[config.mk]
export PLATFORM = sky130hd
export DESIGN_NAME = reservation_station_bank
export DESIGN_NICKNAME = d
export VERILOG_FILES = /design/src/rtl/reservation_station_bank_pkg.sv /design/src/rtl/reservation_station_bank_select.sv /design/src/rtl/reservation_station_bank.sv
export SDC_FILE = /design/constraint.sdc
export NUM_CORES = 1
export LEC_CHECK = 0
export ABC_AREA = 0
export CAP_MARGIN = 10
export CORE_ASPECT_RATIO = 2
export CORE_UTILIZATION = 45
export CTS_CLUSTER_SIZE = 16
export DETAILED_ROUTE_END_ITERATION = 8
export GPL_TIMING_DRIVEN = 0
export PLACE_DENSITY = 0.66
export SYNTH_ARGS = -nofsm -noshare
export SYNTH_HDL_FRONTEND = slang
export SYNTH_SLANG_ARGS = --single-unit
[constraint.sdc]
create_clock -name clock -period 9 [get_ports clock]
set_input_delay 2.7 -clock clock [delete_from_list [all_inputs] [get_ports clock]]
set_output_delay 2.7 -clock clock [all_outputs]
set_load 0.005 [all_outputs]
[src/rtl/reservation_station_bank_pkg.sv]
// Shared types and defaults for the multi-entry reservation station and its
// oldest-ready selector.
package reservation_station_bank_pkg;

  localparam int ROB_TAG_BITS   = 5;
  localparam int RS_ENTRIES_DEF = 4;
  localparam int XLEN_DEF       = 32;

  typedef enum logic [3:0] {
    ALU_ADD  = 4'h0,
    ALU_SUB  = 4'h1,
    ALU_SLT  = 4'h2,
    ALU_SLTU = 4'h3,
    ALU_AND  = 4'h4,
    ALU_OR   = 4'h5,
    ALU_XOR  = 4'h6,
    ALU_SLL  = 4'h7,
    ALU_SRL  = 4'h8,
    ALU_SRA  = 4'h9
  } ALU_FUNC;

  typedef struct packed {
    logic [XLEN_DEF-1:0]     npc;
    logic [XLEN_DEF-1:0]     inst;
    ALU_FUNC                 alu_func;
    logic [ROB_TAG_BITS-1:0] rob_tag;
    logic [XLEN_DEF-1:0]     opa;
    logic [XLEN_DEF-1:0]     opb;
    logic                    opa_valid;
    logic                    opb_valid;
  } RS_DISPATCH_PACKET;

  typedef struct packed {
    logic                    valid;
    logic [XLEN_DEF-1:0]     opa;
    logic [XLEN_DEF-1:0]     opb;
    logic                    opa_valid;
    logic                    opb_valid;
    logic [ROB_TAG_BITS-1:0] opa_tag;
    logic [ROB_TAG_BITS-1:0] opb_tag;
    logic [ROB_TAG_BITS-1:0] rob_tag;
    ALU_FUNC                 alu_func;
    logic [XLEN_DEF-1:0]     npc;
    logic [XLEN_DEF-1:0]     inst;
  } RS_ENTRY;

  typedef struct packed {
    logic [XLEN_DEF-1:0]     opa;
    logic [XLEN_DEF-1:0]     opb;
    logic [XLEN_DEF-1:0]     npc;
    logic [XLEN_DEF-1:0]     inst;
    ALU_FUNC                 alu_func;
    logic [ROB_TAG_BITS-1:0] tag;
  } RS_ISSUE_PACKET;

endpackage

[src/rtl/reservation_station_bank_select.sv]
// Combinational age-matrix pick: grants the ready entry that no other ready
// entry is older than. i_age[i][j]=1 means entry j is older than entry i.
module rs_oldest_select #(
  parameter int RS_ENTRIES = 4
) (
  input  logic [RS_ENTRIES-1:0]                 i_ready,
  input  logic [RS_ENTRIES-1:0][RS_ENTRIES-1:0] i_age,
  output logic [RS_ENTRIES-1:0]                 o_grant,
  output logic                                  o_any
);

  always_comb begin
    o_grant = '0;
    for (int i = 0; i < RS_ENTRIES; i++) begin
      o_grant[i] = i_ready[i];
      for (int j = 0; j < RS_ENTRIES; j++) begin
        if ((j != i) && i_ready[j] && i_age[i][j]) begin
          o_grant[i] = 1'b0;
        end
      end
    end
  end

  assign o_any = |i_ready;

endmodule

[src/rtl/reservation_station_bank.sv]
// Multi-entry reservation station: allocates lowest free slot, wakes operands
// from the CDB, and issues the oldest ready entry under valid/ready.
module reservation_station_bank
  import reservation_station_bank_pkg::*;
#(
  parameter int RS_ENTRIES = RS_ENTRIES_DEF,
  parameter int XLEN       = 32,
  parameter int TAG_W      = ROB_TAG_BITS
) (
  input  logic                        clock,
  input  logic                        reset,
  input  logic                        dispatch_valid,
  input  logic [XLEN-1:0]             dispatch_npc,
  input  logic [XLEN-1:0]             dispatch_inst,
  input  ALU_FUNC                     dispatch_alu_func,
  input  logic [TAG_W-1:0]            dispatch_rob_tag,
  input  logic [XLEN-1:0]             dispatch_opa,
  input  logic [XLEN-1:0]             dispatch_opb,
  input  logic                        dispatch_opa_valid,
  input  logic                        dispatch_opb_valid,
  input  logic                        cdb_valid,
  input  logic [TAG_W-1:0]            cdb_tag,
  input  logic [XLEN-1:0]             cdb_value,
  input  logic                        issue_ready,
  input  logic                        rs_clear,
  output logic                        issue_valid,
  output logic [XLEN-1:0]             issue_opa,
  output logic [XLEN-1:0]             issue_opb,
  output logic [XLEN-1:0]             issue_npc,
  output logic [XLEN-1:0]             issue_inst,
  output ALU_FUNC                     issue_alu_func,
  output logic [TAG_W-1:0]            issue_tag,
  output logic                        rs_full,
  output logic [$clog2(RS_ENTRIES):0] rs_free_count
);

  localparam int IDX_W = $clog2(RS_ENTRIES);
  localparam int CNT_W = IDX_W + 1;

  logic [RS_ENTRIES-1:0]                 r_valid, r_opa_valid, r_opb_valid;
  logic [RS_ENTRIES-1:0][RS_ENTRIES-1:0] r_age;
  logic [XLEN-1:0]  r_opa [RS_ENTRIES];
  logic [XLEN-1:0]  r_opb [RS_ENTRIES];
  logic [TAG_W-1:0] r_opa_tag [RS_ENTRIES];
  logic [TAG_W-1:0] r_opb_tag [RS_ENTRIES];
  logic [TAG_W-1:0] r_rob_tag [RS_ENTRIES];
  ALU_FUNC          r_func [RS_ENTRIES];
  logic [XLEN-1:0]  r_npc [RS_ENTRIES];
  logic [XLEN-1:0]  r_inst [RS_ENTRIES];

  logic [RS_ENTRIES-1:0]                 w_valid_nxt, w_opa_valid_nxt, w_opb_valid_nxt;
  logic [RS_ENTRIES-1:0][RS_ENTRIES-1:0] w_age_nxt;
  logic [XLEN-1:0]  w_opa_nxt [RS_ENTRIES];
  logic [XLEN-1:0]  w_opb_nxt [RS_ENTRIES];
  logic [TAG_W-1:0] w_opa_tag_nxt [RS_ENTRIES];
  logic [TAG_W-1:0] w_opb_tag_nxt [RS_ENTRIES];
  logic [TAG_W-1:0] w_rob_tag_nxt [RS_ENTRIES];
  ALU_FUNC          w_func_nxt [RS_ENTRIES];
  logic [XLEN-1:0]  w_npc_nxt [RS_ENTRIES];
  logic [XLEN-1:0]  w_inst_nxt [RS_ENTRIES];

  logic [RS_ENTRIES-1:0] w_ready, w_grant, w_free_vec;
  logic                  w_any, w_dispatch, w_found;
  logic [IDX_W-1:0]      w_alloc_idx;
  logic [CNT_W-1:0]      w_free_cnt;
  logic                  w_disp_opa_hit, w_disp_opb_hit;

  // Selection sees registered state only; a flush masks everything out.
  assign w_ready = r_valid & r_opa_valid & r_opb_valid & {RS_ENTRIES{~rs_clear}};

  rs_oldest_select #(.RS_ENTRIES(RS_ENTRIES)) u_select (
    .i_ready (w_ready),
    .i_age   (r_age),
    .o_grant (w_grant),
    .o_any   (w_any)
  );

  assign issue_valid = w_any;
  assign w_free_vec  = w_grant & {RS_ENTRIES{issue_ready}};

  always_comb begin
    issue_opa      = '0;
    issue_opb      = '0;
    issue_npc      = '0;
    issue_inst     = '0;
    issue_alu_func = ALU_ADD;
    issue_tag      = '0;
    for (int i = 0; i < RS_ENTRIES; i++) begin
      if (w_grant[i]) begin
        issue_opa      = r_opa[i];
        issue_opb      = r_opb[i];
        issue_npc      = r_npc[i];
        issue_inst     = r_inst[i];
        issue_alu_func = r_func[i];
        issue_tag      = r_rob_tag[i];
      end
    end
  end

  always_comb begin
    w_free_cnt = CNT_W'(RS_ENTRIES);
    for (int i = 0; i < RS_ENTRIES; i++) begin
      if (r_valid[i]) w_free_cnt = w_free_cnt - 1'b1;
    end
  end

  assign rs_free_count = w_free_cnt;
  assign rs_full       = (w_free_cnt == '0);

  always_comb begin
    w_alloc_idx = '0;
    w_found     = 1'b0;
    for (int i = 0; i < RS_ENTRIES; i++) begin
      if (!r_valid[i] && !w_found) begin
        w_alloc_idx = IDX_W'(i);
        w_found     = 1'b1;
      end
    end
  end

  assign w_dispatch     = dispatch_valid && !rs_full && !rs_clear;
  assign w_disp_opa_hit = cdb_valid && (cdb_tag == dispatch_opa[TAG_W-1:0]);
  assign w_disp_opb_hit = cdb_valid && (cdb_tag == dispatch_opb[TAG_W-1:0]);

  // Next state: issue free, CDB wakeup, dispatch write, then flush override.
  always_comb begin
    w_valid_nxt     = r_valid & ~w_free_vec;
    w_opa_valid_nxt = r_opa_valid;
    w_opb_valid_nxt = r_opb_valid;
    w_age_nxt       = r_age;
    w_opa_nxt       = r_opa;
    w_opb_nxt       = r_opb;
    w_opa_tag_nxt   = r_opa_tag;
    w_opb_tag_nxt   = r_opb_tag;
    w_rob_tag_nxt   = r_rob_tag;
    w_func_nxt      = r_func;
    w_npc_nxt       = r_npc;
    w_inst_nxt      = r_inst;
    for (int i = 0; i < RS_ENTRIES; i++) begin
      if (r_valid[i] && !r_opa_valid[i] && cdb_valid && (r_opa_tag[i] == cdb_tag)) begin
        w_opa_valid_nxt[i] = 1'b1;
        w_opa_nxt[i]       = cdb_value;
      end
      if (r_valid[i] && !r_opb_valid[i] && cdb_valid && (r_opb_tag[i] == cdb_tag)) begin
        w_opb_valid_nxt[i] = 1'b1;
        w_opb_nxt[i]       = cdb_value;
      end
      for (int k = 0; k < RS_ENTRIES; k++) begin
        if (w_free_vec[k]) w_age_nxt[i][k] = 1'b0;
      end
    end
    if (w_dispatch) begin
      w_valid_nxt[w_alloc_idx]     = 1'b1;
      w_age_nxt[w_alloc_idx]       = r_valid & ~w_free_vec;
      w_opa_valid_nxt[w_alloc_idx] = dispatch_opa_valid || w_disp_opa_hit;
      w_opb_valid_nxt[w_alloc_idx] = dispatch_opb_valid || w_disp_opb_hit;
      w_opa_nxt[w_alloc_idx]       = (!dispatch_opa_valid && w_disp_opa_hit) ? cdb_value : dispatch_opa;
      w_opb_nxt[w_alloc_idx]       = (!dispatch_opb_valid && w_disp_opb_hit) ? cdb_value : dispatch_opb;
      w_opa_tag_nxt[w_alloc_idx]   = dispatch_opa[TAG_W-1:0];
      w_opb_tag_nxt[w_alloc_idx]   = dispatch_opb[TAG_W-1:0];
      w_rob_tag_nxt[w_alloc_idx]   = dispatch_rob_tag;
      w_func_nxt[w_alloc_idx]      = dispatch_alu_func;
      w_npc_nxt[w_alloc_idx]       = dispatch_npc;
      w_inst_nxt[w_alloc_idx]      = dispatch_inst;
    end
    if (rs_clear) begin
      w_valid_nxt     = '0;
      w_opa_valid_nxt = '0;
      w_opb_valid_nxt = '0;
      w_age_nxt       = '0;
    end
  end

  always_ff @(posedge clock or posedge reset) begin
    if (reset) begin
      r_valid     <= '0;
      r_opa_valid <= '0;
      r_opb_valid <= '0;
      r_age       <= '0;
    end else begin
      r_valid     <= w_valid_nxt;
      r_opa_valid <= w_opa_valid_nxt;
      r_opb_valid <= w_opb_valid_nxt;
      r_age       <= w_age_nxt;
    end
  end

  // Payload is only observed through a valid grant, so it carries no reset.
  always_ff @(posedge clock) begin
    r_opa     <= w_opa_nxt;
    r_opb     <= w_opb_nxt;
    r_opa_tag <= w_opa_tag_nxt;
    r_opb_tag <= w_opb_tag_nxt;
    r_rob_tag <= w_rob_tag_nxt;
    r_func    <= w_func_nxt;
    r_npc     <= w_npc_nxt;
    r_inst    <= w_inst_nxt;
  end

endmodule

==> results.sh <==
export IMPL_status="finished with violations"
export IMPL_violations="negative setup slack"
export IMPL_m1WireLength_um=44380
export IMPL_fin_setup_tns_ps=-44.97
export IMPL_fin_util=0.5536
export IMPL_wl_met3_um=12460
export IMPL_end_kind="output pin"
export IMPL_synth_area_per_cell_sq_um=10.08
export IMPL_synth_compound_area_frac=0.2698
export IMPL_timing_rr_start="r_valid[0]$_DFF_PP0_"
export IMPL_clock_sinks=612
export IMPL_io_buffers=317
export IMPL_drc=0
export IMPL_rsz0062_at_grt="yes"
export IMPL_h_tree_depth=2
export IMPL_finalSetupViolCount=1
export IMPL_peakVddDrop_uv=173.6
export IMPL_dr_pass1_iters=8
export IMPL_cp_data_required_time_ps=6300
export IMPL_relSlewSlack=0.06369
export IMPL_clkSlewWorstSetupHoldPaths_ps=70
export IMPL_hold_viol=0
export IMPL_power_total_mw=8.010
export IMPL_slew_violations=0
export IMPL_hold_class="flop to flop"
export IMPL_dr_wl_met2_um=63450
export IMPL_ant_nets=0
export IMPL_synth_xor_xnor_area_share=0.01565
export IMPL_place_gp_congestion=1.080
export IMPL_fmax_mhz=110.6
export IMPL_core_sq_um=66560
export IMPL_grt_max_degree=47
export IMPL_viasPerCell=6.599
export IMPL_r2r_slack_ps=3350
export IMPL_fin_skew_ps=21.93
export IMPL_area_growth_pct=21.91
export IMPL_grt_pass1_vias=28720
export IMPL_ys_flop_type="edfxtp_1"
export IMPL_async_flop_share=0.03922
export IMPL_overflow=0
export IMPL_synth_area_sq_um=30230
export IMPL_dieWidth_um=185.3
export IMPL_post_route_period_util=1.005
export IMPL_cp_data_arrival_time_ps=6340
export IMPL_ys_seq_elements=612
export IMPL_cts_path_max_buffers=3
export IMPL_r2r_end="r_npc[115]$_DFFE_PP_"
export IMPL_wl_per_cell_um=31.01
export IMPL_ctsHoldBuffers=0
export IMPL_path_max_fanout=10
export IMPL_pin_count=324
export IMPL_initial_utilization=0.4541
export IMPL_hold_depth=2
export IMPL_ys_warnings_count=0
export IMPL_synth_fp_nets=3188
export IMPL_tritoncts="yes"
export IMPL_vias=28530
export IMPL_synth_top_family_by_area="compound AO/OA/AOI/OAI gates"
export IMPL_power_density_nw_per_um2=217.4
export IMPL_fin_crit_ps=9045
export IMPL_path_class="input port to output pin"
export IMPL_synth_edff_count=332
export IMPL_post_cts_buffers=0
export IMPL_dp_hpwl_um=96420
export IMPL_fp_dieH_um=368.5
export IMPL_rows=134
export IMPL_reg2reg_depth=12
export IMPL_cap_violations=0
export IMPL_drt_wl_total_um=134100
export IMPL_synthSimpleGateAreaFrac=0.1214
export IMPL_synthAdderAreaFrac=0.002732
export IMPL_grt_pass1_wl_um=190800
export IMPL_synth_distinct_cells=59
export IMPL_clk_latency_ps=670
export IMPL_p_leak_nw=12.86
export IMPL_cp_start_kind="input port"
export IMPL_root_buffer="clkbuf_16"
export IMPL_grt_usage=0.3881
export IMPL_die_area_sq_um=68280
export IMPL_netlist_instances=3000
export IMPL_drive_gt1_frac=0.09470
export IMPL_cts_buffers=57
export IMPL_antenna_found_initial=10
export IMPL_drt_iter0_drc=3468
export IMPL_top_layer="met5"
export IMPL_ys_seq_area_frac=0.5192
export IMPL_min_to="r_opa[36]$_DFF_P_"
export IMPL_worst_pin_slew_ps=1404
export IMPL_synth_mux_area_frac=0.001325
export IMPL_hp_start="r_opa[36]$_DFF_P_"
export IMPL_nNetsFinal=3577
export IMPL_setup_ws_ps=-44.97
-- where the power goes --
part | switching (mW) | total [mW] | internal [mW]
registers | 0.348 | 3.86 | 3.51
clock network | 1.17 | 2.66 | 1.49
logic | 0.942 | 1.49 | 0.552
total | 2.46 | 8.01 | 5.55
-- critical path: stages --
cell	delay, ps
clkdlybuf4s50_1	580
and4b_1	320
clkbuf_1	350
nand2_1	130
nand3_1	190
clkbuf_2	410
clkbuf_1	560
o21ai_1	140
o21ai_1	310
clkdlybuf4s50_1	640
-- state kept, by name, summed over array words and instances, names as in the netlist --
| signal | count |
|---|---|
| r_inst | 128 |
| r_npc | 128 |
| r_opa | 128 |
| r_opb | 128 |
| r_opa_tag | 20 |
| r_opb_tag | 20 |
| r_rob_tag | 20 |
| r_func | 16 |
| r_age | 12 |
| r_opa_valid | 4 |
| r_opb_valid | 4 |
| r_valid | 4 |
-- cells by family after synthesis --
| logic type | after synthesis |
|---|---|
| multiplexers | 4 |
| adder cells (fa/ha/maj) | 6 |
| XOR/XNOR | 54 |
| flip-flops | 612 |
| AO/OA/AOI/OAI | 1043 |
| buffers and inverters | 507 |
| AND/OR/NAND/NOR | 774 |
-- synthesized netlist by cell type (28+ instances only) --
| cell | number | area share |
|---|---|---|
| o21ai_1 | 129 | 0.021 |
| o221a_1 | 60 | 0.022 |
| a21oi_1 | 83 | 0.014 |
| a311oi_2 | 100 | 0.050 |
| o211ai_1 | 384 | 0.095 |
| dfxtp_1 | 256 | 0.17 |
| a222oi_1 | 64 | 0.021 |
| xnor2_1 | 28 | 0.0081 |
| o21ai_0 | 158 | 0.026 |
| edfxtp_1 | 332 | 0.33 |
| buf_2 | 49 | 0.0081 |
| nand2_1 | 298 | 0.037 |
| nand3_1 | 144 | 0.024 |
| a311oi_1 | 37 | 0.011 |
| nor3_1 | 212 | 0.035 |
| inv_1 | 169 | 0.021 |
| or3_1 | 67 | 0.014 |
| clkbuf_1 | 248 | 0.031 |
-- per-layer routing --
metal	vias to the layer above	track usage
met5	-	0
met4	4	0.3516
met3	544	0.09107
met2	1889	0.6340
met1	13810	0.4104
li1	12290	-
-- worst max-delay path by stage --
stage,endpoint,depth (start not counted),from
after global routing,issue_opa[11],10,rs_clear
final,issue_opa[11],10,rs_clear
after floorplan,r_func[12]$_DFFE_PP_,5,rs_clear
after CTS,issue_opa[1],10,rs_clear
after global placement,r_npc[20]$_DFFE_PP_,6,rs_clear
after detailed placement,issue_opa[1],10,rs_clear
-- timing repair --
item | CTS | global route
setup endpoints to repair | 121 | 47
gates resized for setup | 15 | 28
pin swaps | 0 | 0
-- cells in the final DEF (no fill, tap or decap), drive strengths merged, types with 91 or more instances in the layout --
cell / Yosys / routed
edfxtp: 332 / 332
nand3: 144 / 144
nand2: 298 / 298
a311oi: 137 / 137
o21ai: 287 / 287
inv: 171 / 173
nor3: 212 / 212
clkdlybuf4s50: 0 / 317
dfxtp: 256 / 256
buf: 85 / 91
o211ai: 385 / 385
clkbuf: 251 / 329
-- area by class of cell --
cell class,count,area [sq um]
Antenna cell,8,20.02
Buffer,336,1515
Clock buffer,72,1563
Clock inverter,30,437.9
Fill cell,5905,29710
Inverter,171,644.4
Multi-Input combinational cell,1881,12450
Sequential cell,612,15700
Tap cell,884,1106
Timing Repair Buffer,330,3415
-- stage by stage --
stage | setup slack [ps] | cells | hold slack [ps] | cell area, sq um
final | -44.97 | 4324 | 483.0 | 36850
after global routing | -87.99 | 4318 | 493.6 | 36840
after CTS | 3.637 | 4316 | 478.8 | 36810
after detailed placement | -377.3 | 4214 | 468.6 | 34780
after global placement | -3163 | 4201 | 461.7 | 34510
after floorplan | 1372 | 3000 | 453.5 | 30230
Power figures use the tool's default switching activity.
==> patch 1 (same settings) <==
Make the reset (`reset`) synchronous in one clocked block.
--- a/src/rtl/reservation_station_bank.sv
+++ b/src/rtl/reservation_station_bank.sv
@@ -171,7 +171,7 @@
     end
   end
 
-  always_ff @(posedge clock or posedge reset) begin
+  always_ff @(posedge clock) begin
     if (reset) begin
       r_valid     <= '0;
       r_opa_valid <= '0;
Function: differs if reset is asserted again (counterexample within 4 cycles, from zero or initial values and one cycle with reset high); with reset held inactive, the same outputs for 4 cycles.
==> patch 1 against the original RTL <==
- the flow still finishes with violations (setup timing)
- via count decreased by 15%
- wire length down 17%
- cell count decreased by 16%
- register-to-register slack better by 0.30 ns
- synthesized area decreased by 10%
- sequential cell count is the same
- worst setup slack improved by 0.040 ns
- critical path depth decreased by 2
- design area is 9.6% lower
- global-route usage down 2.7 points
Power is not compared: it rests on default switching activity, and its combinational part moved more than twofold at a synthesized area within 25%.
==> patch 1: results (changes against the original RTL) <==
[global_routing]
grt_use_met3_pct=7.57  ; was 9.11%
grt_pass1_vias=24300  ; was 28700
grt_start_max_net_pins=54  ; was 47
track_usage_pct=36.1  ; was 38.8%
grt_pass1_wl_um=161000  ; was 191000 µm
antenna_found_initial=8  ; was 10
grt-ovfl-total=0  ; unchanged
grtUsageMet1_pct=38.5  ; was 41.0%
use_met2_pct=62.4  ; was 63.4%

[clock_network]
clock_latency_ns=0.64  ; was 0.67 ns
cts_buffers=54  ; was 57
cts-root-buf=clkbuf_16  ; unchanged
ctsHtreeMaxLevel=2  ; unchanged
clock_path_buffers=3  ; unchanged
clkTransAtPathRegs_ns=0.07  ; about the same

[placement]
dp_cells=3545  ; was 4214
io_buffers=318  ; was 317
gp_congestion=0.994  ; was 1.08
post-dp-hpwl_um=78800  ; was 96400 µm

[timing]
worst_slack_ns=-0.00462  ; was -0.0450 ns
slew_headroom_pct=26.2  ; was 6.37%
worst_clock_skew_ns=0.0270  ; was 0.0219 ns
finalSetupViolations=1  ; unchanged

[route]
dr.max_layer_used=met5  ; unchanged
wl_per_cell_um=30.6  ; was 31.0 µm
routed_via_density=6.62  ; was 6.60
drtPass1Iterations=6  ; was 8
first_iter_violations=2569  ; was 3468
met1_length_um=37700  ; was 44400 µm
drt_wl_total_um=112000  ; was 134000 µm
dr_wl_met2_um=55800  ; was 63500 µm
dr_wl_met3_um=9130  ; was 12500 µm

[critical_path]
crit_fanout=10  ; unchanged
worstPathArrival_ns=6.30  ; was 6.34 ns

[hold_path]
hp-class=flop to flop  ; unchanged

[finish]
n_fill_cell=5172  ; was 5905
layout-drive-gt1-share_pct=8.79  ; was 9.47%
layout.nets=3019  ; was 3577

[logic_synthesis]
yosys-top-cells-area=edfxtp_1, dfxtp_1, nor3_1  ; was edfxtp_1, dfxtp_1, o211ai_1
synth-edff-count=332  ; unchanged
async_flop_share_pct=0  ; was 3.92%
yosys_warnings=0  ; unchanged
synth_fp_nets=2638  ; was 3188
synthCells=2450  ; was 3000
synth_common_cells=edfxtp_1, nor3_1, dfxtp_1  ; was o211ai_1, edfxtp_1, nand2_1
ys_types=53  ; was 59
yosysSeqAreaShare_pct=57.5  ; was 51.9%

[status]
status=complete, but fails checks  ; unchanged
violations=setup timing  ; unchanged

[power_and_ir_drop]
p_leak_uw=0.0119
vdd_drop_max_mv=0.147

-- patch 1: changes by cell type in the layout (fill, tap and decap cells not counted), sizes merged, moves of 95 or more --
cell    unedited run  this run
nand2            298       144
a211oi             1       138
o211ai           385         0
and4b              4       141
nand3            144         2
inv              173        78
-- patch 1: final timing paths --
path	from	endpoint	slack (ns)	cells past startpoint
worst max-delay path	rs_clear	issue_opb[26]	-0.005	8
worst min-delay path	r_opb[13]$_DFF_P_	r_opb[13]$_DFF_P_	0.48	2
worst max register to register	r_valid[0]$_SDFF_PP0_	r_opb[18]$_DFF_P_	3.65	12
worst min register to register	r_opb[13]$_DFF_P_	r_opb[13]$_DFF_P_	0.48	2
-- patch 1: timing repair --
| action | 4_1_cts | 5_1_grt |
|---|---|---|
| hold buffers | 0 | 0 |
| setup buffers | 1 | 0 |
| hold endpoints to repair | 0 | 0 |
| gates resized for setup | 51 | 38 |
| pin swaps | 1 | 0 |
| endpoints found under the setup margin | 125 | 69 |
-- patch 1: report_power, final --
group | switching, µW | internal [µW]
Sequential | 84.5 | 3110
Clock | 1110 | 1240
Combinational | 217 | 200
-- patch 1: layout make-up --
| class | instances | area, µm² | area share (%) |
|---|---|---|---|
| Sequential cell | 612 | 15600 | 46.8 |
| Timing Repair Buffer | 328 | 3350 | 10.0 |
| Multi-Input combinational cell | 1496 | 10300 | 30.8 |
| Antenna cell | 5 | 12.5 | 0.0376 |
| Tap cell | 768 | 961 | 2.88 |
| Clock inverter | 35 | 297 | 0.890 |
| Inverter | 75 | 284 | 0.853 |
| Clock buffer | 67 | 1420 | 4.27 |
| Buffer | 264 | 1160 | 3.49 |
-- patch 1: cells by family after synthesis --
group	Yosys count	synth area share [%]
buf+inv	342	5.01
simple gates	719	15.8
compound gates	711	19.2
mux	8	0.369
flops	612	57.5
fa+ha+maj	6	0.305
xor+xnor	52	1.74
-- patch 1: metrics by stage --
| step | cell area, µm² | hold WS [ns] | worst slack, ns | util (%) | setup TNS (ns) |
|---|---|---|---|---|---|
| floorplan | 27100 | 0.450 | 2.04 | - | 0 |
| detailed placement | 31400 | 0.466 | -1.21 | 53.0 | -81.74 |
| finish | 33300 | 0.482 | -0.00462 | 56.2 | -0.00462 |
| CTS | 33200 | 0.477 | 0.00619 | 56.1 | 0 |
| global placement | 31200 | 0.461 | -1.29 | 52.7 | -112.85 |
| global route | 33300 | 0.490 | 0.00405 | 56.2 | 0 |
-- patch 1: critical path: stages --
cell	delay [ns]
clkdlybuf4s50_1	0.61
and4b_2	0.55
clkbuf_2	0.48
clkbuf_1	0.55
and4b_1	0.31
a311oi_1	0.07
o22ai_1	0.42
clkdlybuf4s50_1	0.60
==> patch 2 (same flow settings) <==
Made on the original files. `RS_ENTRIES_DEF`: 4 -> 2.
--- a/src/rtl/reservation_station_bank_pkg.sv
+++ b/src/rtl/reservation_station_bank_pkg.sv
@@ -3,7 +3,7 @@
 package reservation_station_bank_pkg;
 
   localparam int ROB_TAG_BITS   = 5;
-  localparam int RS_ENTRIES_DEF = 4;
+  localparam int RS_ENTRIES_DEF = 2;
   localparam int XLEN_DEF       = 32;
 
   typedef enum logic [3:0] {
Ports: changed (resized rs_free_count); port bits go from 324 to 323. The function was not compared with the original's and may differ.
==> patch 2 against the original RTL <==
- worst setup slack gained 0.61 ns
- combinational power down 69%
- first-iteration DRC count down 71%
- wire length fell by 72%
- power is 58% lower
- maximum frequency is 7.3% higher
- sequential cell count shrank 310
- global-route usage down 13 points
- synthesized area shrank 59%
- hold slack worse by 0.018 ns
- register-to-register slack gained 2.3 ns
- critical path depth shrank 2
- clock skew fell by 0.013 ns
- design area is 54% lower
==> patch 2: results (changes against the original RTL) <==
[placement]
dpl_cell_area_um2=16100  ; was 34800 µm²
post-dp-hpwl_um=26500  ; was 96400 µm
gp_congestion=0.829  ; was 1.08
dp_cells=1639  ; was 4214
io_buffers=317  ; unchanged

[logic_synthesis]
yosys_warnings=0  ; unchanged
syn_avg_cell_area_um2=12.9  ; was 10.1 µm²
synth-edff-count=166  ; was 332
async_flop_share_pct=2.65  ; was 3.92%
yosys-top-cells-area=edfxtp_1, dfxtp_1, a22o_1  ; was edfxtp_1, dfxtp_1, o211ai_1
synth_common_cells=edfxtp_1, inv_1, a22o_1  ; was o211ai_1, edfxtp_1, nand2_1
synth_fp_nets=1155  ; was 3188
ys_types=48  ; was 59
yosysSeqAreaShare_pct=61.8  ; was 51.9%

[global_routing]
grt_pass1_wl_um=54900  ; was 191000 µm
grt_pass1_vias=9639  ; was 28700
grt_start_max_net_pins=93  ; was 47
track_usage_pct=25.3  ; was 38.8%
antenna_found_initial=4  ; was 10

[route]
dr.max_layer_used=met4  ; was met5
wl_per_cell_um=21.9  ; was 31.0 µm
ant_nets=0  ; unchanged
first_iter_violations=991  ; was 3468
drtPass1Iterations=9  ; was 8
met1_length_um=13100  ; was 44400 µm
vias=9483  ; was 28500
dr_wl_met3_um=1970  ; was 12500 µm
dr_wl_met2_um=20200  ; was 63500 µm

[finish]
layout-drive-gt1-share_pct=8.24  ; was 9.47%
instances_no_fill=1691  ; was 4324
layout.nets=1501  ; was 3577

[clock_network]
cts-root-buf=clkbuf_16  ; unchanged
clkTransAtPathRegs_ns=0.06
ctsHtreeMaxLevel=1  ; was 2
ctsResizeCount=0  ; was 15
cts_setup_buffers=0  ; unchanged
clock_path_buffers=3  ; unchanged
clock_latency_ns=0.54  ; was 0.67 ns
cts_buffers=27  ; was 57

[critical_path]
reg2reg_from=r_valid[0]$_DFF_PP0_  ; unchanged
crit_family=buffers and inverters  ; unchanged
worstPathArrival_ns=5.73  ; was 6.34 ns
crit_fanout=10  ; unchanged
slowest_stage=clkbuf_1  ; was clkdlybuf4s50_1
critPathMaxStageDelay_ns=0.62  ; was 0.64 ns
startpoint=rs_clear  ; unchanged
rrSetupSlack_ns=5.66  ; was 3.35 ns

[hold_path]
hp-class=flop to flop  ; unchanged
hold_start=r_opb[17]$_DFF_P_  ; was r_opa[36]$_DFF_P_

[timing]
period_minus_slack_ns=8.43  ; was 9.04 ns
slew_headroom_pct=41.3  ; was 6.37%
fin_hold_ws_ns=0.465  ; was 0.483 ns
tns_ns=0  ; was -0.0450 ns
worst_clock_skew_ns=0.00888  ; was 0.0219 ns

[power_and_ir_drop]
vdd_drop_max_mv=0.140  ; was 0.174 mV
power_switching_uw=809  ; was 2460 µW
p_leak_uw=0.00675  ; was 0.0129 µW

[status]
status=complete, no violations  ; was complete, but fails checks

patch 2: changes by cell type in the layout (fill, tap and decap cells not counted), sizes merged, moves of 128 or more:
cell,before,now
a22o,1,137
o21ai,287,2
nand3,144,0
dfxtp,256,128
edfxtp,332,166
clkbuf,329,58
nand2,298,13
o211ai,385,0
a311oi,137,0
nor3,212,6
patch 2: layout make-up:
type,instances,area [µm²]
antenna,4,10.0
buffer,73,447
clock buffer,35,741
clock inverter,13,111
fill,2221,10400
inverter,165,629
multi-input combinational,430,3710
sequential,302,7750
tap,352,440
timing repair buffer,317,3170
patch 2: worst paths after layout:
path | endpoint | cells after the start
setup / recovery | issue_opb[13] | 8
hold / removal | r_opb[17]$_DFF_P_ | 2
setup reg to reg | r_opb[30]$_DFF_P_ | 8
hold reg to reg | r_opb[17]$_DFF_P_ | 2
max in group asynchronous | r_age[2]$_DFF_PP0_ | 2
min in group asynchronous | r_opa_valid[0]$_DFF_PP0_ | 2
patch 2: cell families after synthesis:
| logic type | after synthesis | synth area share [%] |
|---|---|---|
| xor gates and xnor gates | 30 | 2.34 |
| adders and majority gates | 3 | 0.300 |
| and+or+nand+nor | 50 | 2.55 |
| AOI/OAI and AO/OA | 345 | 24.2 |
| DFF | 302 | 61.8 |
| muxes | 2 | 0.210 |
| buffers and inverters | 238 | 8.55 |
patch 2: power groups by stage:
stage	Sequential, µW	Combinational [µW]	Clock (µW)
2_1_floorplan	1780	292	0
3_3_place_gp	1800	440	0
3_5_place_dp	1810	455	0
4_1_cts	1780	458	1160
5_1_grt	1800	503	1200
6_report	1780	460	1140
patch 2: worst register-to-register path, stage by stage, from the launching register on:
cell and delay, ns:
dfrtp_1 0.48, ha_1 0.22, nand2b_4 0.13, nor2_1 0.04, nand2_1 0.29, clkinv_4 0.68, nor2_1 0.65, clkbuf_1 0.52
a222oi_1 0.17
patch 2: stage by stage:
stage	utilization, %	power [µW]	worst slack (ns)
floorplan	-	2070	2.45
global placement	58.8	2240	0.505
detailed placement	58.8	2260	0.515
CTS	61.9	3390	0.504
global route	62.0	3500	0.435
finish	62.0	3380	0.568
patch 2: per-layer routing:
layer,up-vias,global-route usage (%)
li1,4382,-
met2,402,47.4
met5,-,0
met3,86,3.54
met1,4613,26.9
met4,0,13.4
